--- src/rtl/sss_subcarrier_mapper.sv ---
// sss_subcarrier_mapper
// Captures a 62-element SSS sequence and streams it as one 72-subcarrier OFDM
// symbol: 5 zero guards, 62 BPSK samples (d = 1 - 2s), 5 zero guards.
// The output side is a valid/ready stream. Every output is driven from a flop.
module sss_subcarrier_mapper #(
    parameter int AMP_WIDTH = 16,
    parameter int AMPLITUDE = 8192
) (
    input  logic                        clk,
    input  logic                        reset,
    input  logic [61:0]                 sss,
    input  logic                        sss_load,
    input  logic                        out_ready,
    output logic                        sym_valid,
    output logic signed [AMP_WIDTH-1:0] sym_i,
    output logic signed [AMP_WIDTH-1:0] sym_q,
    output logic [6:0]                  sym_index,
    output logic                        sym_last,
    output logic                        busy
);

    localparam logic signed [AMP_WIDTH-1:0] AMP_POS = AMP_WIDTH'(AMPLITUDE);

    // Index of the last sample in each region of the symbol
    localparam logic [6:0] LAST_GUARD_LO = 7'd4;
    localparam logic [6:0] LAST_DATA     = 7'd66;
    localparam logic [6:0] PRE_LAST      = 7'd70;
    localparam logic [6:0] LAST_IDX      = 7'd71;

    typedef enum logic [1:0] {
        IDLE,
        GUARD_LO,
        DATA,
        GUARD_HI
    } state_t;

    state_t      state;
    logic [61:0] shadow;
    logic [5:0]  elem_cnt;   // next sequence element to present
    logic        xfer;

    // A sample leaves the block on any edge where it is offered and accepted
    assign xfer = sym_valid & out_ready;

    // BPSK mapping of one sequence bit: 0 -> +A, 1 -> -A
    function automatic logic signed [AMP_WIDTH-1:0] bpsk_map(input logic s);
        return s ? -AMP_POS : AMP_POS;
    endfunction

    // Symbol sequencer: advances one subcarrier per transfer and registers the
    // sample for the following cycle, so outputs hold while out_ready is low
    always_ff @(posedge clk or posedge reset) begin
        if (reset) begin
            state     <= IDLE;
            shadow    <= '0;
            elem_cnt  <= '0;
            sym_valid <= 1'b0;
            sym_i     <= '0;
            sym_q     <= '0;
            sym_index <= '0;
            sym_last  <= 1'b0;
            busy      <= 1'b0;
        end else begin
            sym_q <= '0;
            case (state)
                IDLE: begin
                    if (sss_load) begin
                        shadow    <= sss;
                        elem_cnt  <= '0;
                        sym_index <= '0;
                        sym_i     <= '0;
                        sym_last  <= 1'b0;
                        sym_valid <= 1'b1;
                        busy      <= 1'b1;
                        state     <= GUARD_LO;
                    end
                end
                GUARD_LO: begin
                    if (xfer) begin
                        sym_index <= sym_index + 7'd1;
                        if (sym_index == LAST_GUARD_LO) begin
                            sym_i    <= bpsk_map(shadow[elem_cnt]);
                            elem_cnt <= elem_cnt + 6'd1;
                            state    <= DATA;
                        end
                    end
                end
                DATA: begin
                    if (xfer) begin
                        sym_index <= sym_index + 7'd1;
                        if (sym_index == LAST_DATA) begin
                            sym_i <= '0;
                            state <= GUARD_HI;
                        end else begin
                            sym_i    <= bpsk_map(shadow[elem_cnt]);
                            elem_cnt <= elem_cnt + 6'd1;
                        end
                    end
                end
                GUARD_HI: begin
                    if (xfer) begin
                        if (sym_index == LAST_IDX) begin
                            // Loads arriving with the final transfer are dropped:
                            // busy is still high during that cycle
                            sym_valid <= 1'b0;
                            busy      <= 1'b0;
                            sym_index <= '0;
                            sym_last  <= 1'b0;
                            state     <= IDLE;
                        end else begin
                            sym_index <= sym_index + 7'd1;
                            sym_last  <= (sym_index == PRE_LAST);
                        end
                    end
                end
                default: begin
                    state     <= IDLE;
                    sym_valid <= 1'b0;
                    busy      <= 1'b0;
                end
            endcase
        end
    end

endmodule

--- config.mk ---
export PLATFORM = sky130hd
export DESIGN_NAME = sss_subcarrier_mapper
export DESIGN_NICKNAME = d
export VERILOG_FILES = /design/src/rtl/sss_subcarrier_mapper.sv
export SDC_FILE = /design/constraint.sdc
export NUM_CORES = 1
export LEC_CHECK = 0
export BUFFER_PORTS_ARGS = -buffer_cell sky130_fd_sc_hd__buf_2
export CORE_MARGIN = 3
export CORE_UTILIZATION = 52
export DETAILED_ROUTE_END_ITERATION = 8
export GPL_ROUTABILITY_DRIVEN = 0
export PLACE_DENSITY = 0.81
export SLEW_MARGIN = 20
export SYNTH_ARGS = -nofsm -noshare
export SYNTH_HDL_FRONTEND = slang
export SYNTH_SLANG_ARGS = --single-unit
--- constraint.sdc ---
create_clock -name clk -period 3.5 [get_ports clk]
set_input_delay 0.7 -clock clk [delete_from_list [all_inputs] [get_ports clk]]
set_output_delay 0.7 -clock clk [all_outputs]
set_load 0.05 [all_outputs]
==> summary.txt <==
Run status
  – Status: finished clean

Final layout
  – Share of cells above drive strength 1: 44.6%
  – FILL cells: 624
  – Area Overhead vs Synth: 14.2%
  – Final std cells w/o fill: 517
  – Antenna diodes: 0
  – NumNets Final: 484

Route
  – Initial drt markers: 122
  – Post-route DRC: 0
  – Routed WL per cell: 16.2 um
  – Final antenna-violating net count: 0
  – First-pass detailed-route iteration total: 5
  – Drt total wl: 8.38 mm
  – Vias per inst: 5.39
  – Via count: 2787

Timing
  – Setup TNS: 0 ns
  – RSZ-0062 raised after global routing: no
  – Fin. Hold Viols: 0
  – Worst slew pin tran: 0.804 ns
  – Relative slew margins: 46.3%
  – Final-report setup violation count: 0
  – Min Hold Slack: 0.469 ns
  – Max Clock Freq: 463 MHz
  – Final period util: 61.7%
  – Worst Clk Skew: 0.00589 ns
  – Post-layout min period: 2.16 ns
  – Max Slew Vio Count: 0

Die
  – FP Rows: 32
  – IO Count: 108
  – Die width: 96.0 um
  – Initial core utilization: 53.9%
  – CORE AREA: 7810 um^2
  – Die height: 96.0 um
  – DIE AREA: 9220 um^2

Worst setup path
  – Critical path class: reg2reg
  – Crit path launch type: flop
  – Critical path's largest stage delay: 0.52 ns
  – Worst EP required: 3.74 ns
  – Crit-path slowest cell: or3_1
  – Crit. End Element: flop
  – Worst Path Arrival: 2.40 ns
  – CP max FO: 6
  – Crit path cell chain: or3_1 > nor4_4 > o21ai_0 > a41oi_1 > a21oi_1

Worst hold path
  – Min-Delay Path Class: in2async

Synth
  – Number of synthesized flops with an enable pin: 0
  – Yosys reg bits: 81
  – Ys flop type: dfrtp_1
  – Yosys warns: 0
  – Simple-gate portion of the synthesized area: 7.87%
  – Avg Cell Area, Syn: 12.5 um^2
  – Asr flop ratio synth: 100%
  – Post-Synth XOR/XNOR Area: 0.832%
  – Synth Area in Compound Gates: 6.15%
  – Library cells used by synthesis: 40
  – Synthesized area: 4210 um^2
  – Mux contribution to synthesized area: 26.5%
  – Largest family of logic cells by synthesized area: multiplexers
  – Post-Synth Adder-Cell Area: 2.38%
  – Mapped Cells: 336
  – Sequential area share after synthesis: 48.1%

Power
  – VDD IR-drop max: 286 uV
  – Pwr Total: 1830 uW
  – PwrDens: 380 nW/um^2
  – Leakage: 0.00244 uW

Clock tree
  – CTS H-tree depth: 3
  – Clock Tree Buf Depth: 2
  – Post-CTS setup buffer count: 0
  – Clk_lat worst skew: 0.35 ns
  – Clock transition at the registers of the reported paths: 0.08 ns
  – Number of gates resized after cts: 0
  – CTS tree: built
  – CTS Root Buffer Type: clkbuf_8
  – CTS buffer count: 9
  – Hold-fix buffers at CTS: 0
  – CTS Sinks: 81

GRT
  – GRT Resource Usage Total: 19.5%
  – First-pass GRT wire length: 13.5 mm
  – Antenna violations before repair: 0
  – Grt total ovfl: 0
  – Vias in the first global route: 2802
  – Largest net degree at the start of global routing: 48

Placed design
  – Placed wire-length estimate: 5.95 mm
  – # port buffers: 78
  – Placed insts: 501

Job
  – Max_cap viols: 0
-- cells by family (layout without fill, tap and decap cells) --
logic type,count (synthesis),count (layout)
other cells,1,29
fa+ha+maj,8,8
buf+inv,58,109
flops,81,81
simple gates,61,61
compound gates,38,38
mux,85,85
xor+xnor,4,4
-- cells in the mapped netlist (all sizes together), types with 2 or more instances --
master   n  area (um^2)
inv     11         41.3
clkbuf  13         48.8
or3      3         23.8
nand4    3         18.8
nand2b   3         18.8
xnor2    4         35.0
mux2    63          709
and2     3         18.8
dfrtp   81         2030
o31ai    4         40.0
o221ai   2         35.0
ha       8          100
nand2   14         52.6
mux2i    7         70.1
mux4    15          338
a31oi    2         12.5
nor4     2         27.5
nor2    13         48.8
nor3     3         15.0
o21ai   16         80.1
nand3b   5         37.5
buf     34          248
a21oi    8         40.0
nand3    9         45.0
-- area by class of cell --
| type | count | area (um^2) | area share, % |
|---|---|---|---|
| clock buffer | 10 | 138 | 2.86 |
| clock inverter | 6 | 88.8 | 1.85 |
| inverter | 11 | 42.5 | 0.884 |
| multi-input combinational | 225 | 1950 | 40.6 |
| sequential | 81 | 2030 | 42.1 |
| tap | 102 | 128 | 2.65 |
| timing repair buffer | 82 | 433 | 9.00 |
-- per-stage QoR --
stage	area (um^2)	util, %	setup WS (ns)
after CTS	4810	61.6	1.32
after global routing	4810	61.6	1.18
after detailed placement	4580	58.7	1.33
after floorplan	4320	-	0.720
after global placement	4580	58.7	1.32
final	4810	61.6	1.34
-- path summary, 6_finish.rpt --
kind,start,endpoint,slack [ns],cells after the start
min in group clk,shadow[30],shadow[30],0.51,1
setup reg to reg,sym_index[3],sym_i[14],1.34,5
setup / recovery,sym_index[3],sym_i[14],1.34,5
hold / removal,reset,shadow[36],0.47,2
hold reg to reg,shadow[30],shadow[30],0.51,1
max in group asynchronous,reset,elem_cnt[1],2.27,3
-- metal layers --
metal | GRT usage (%) | routed length (um) | vias to the layer above
met5 | 0 | 0 | -
met4 | 7.23 | 97 | 0
met1 | 25.0 | 3570 | 1400
met3 | 4.07 | 477 | 6
met2 | 32.5 | 4230 | 96
li1 | - | - | 1285
-- flip-flops by register name, indices dropped and copies added, names as in the netlist --
name,count
state,2
sym_index,7
sym_last,1
elem_cnt,6
shadow,62
busy,1
sym_i,2
-- layout by cell type (no fill, tap or decap), types with 3 or more instances in the layout --
cell | netlist | layout
ha_1 | 8 | 8
buf_2 | 3 | 78
a21oi_1 | 8 | 8
nand3b_1 | 5 | 5
o21ai_0 | 15 | 15
xnor2_1 | 4 | 4
clkbuf_8 | 0 | 10
dfrtp_1 | 81 | 81
buf_4 | 31 | 3
inv_1 | 11 | 10
conb_1 | 1 | 29
nand2b_1 | 3 | 3
mux4_2 | 15 | 15
nor2_1 | 13 | 13
nand2_1 | 14 | 13
mux2i_1 | 7 | 7
nand3_1 | 9 | 9
nand4_1 | 3 | 3
mux2_2 | 63 | 63
and2_1 | 3 | 3
nor3_1 | 3 | 3
-- power breakdown --
group          internal, uW  leakage (uW)  total, uW  switching, uW
combinational          27.6       0.00121        127           99.3
sequential              935       0.00112        935              0
clock                   422      0.000109        768            345
-- worst max-delay path, delay by kind of cell (launching register included) --
family           cells  cell delay, ns
flip-flops           1            0.44
AND/OR/NAND/NOR      2            0.88
AO/OA/AOI/OAI        3            0.72
No activity file was read; power rests on OpenSTA's default activity.
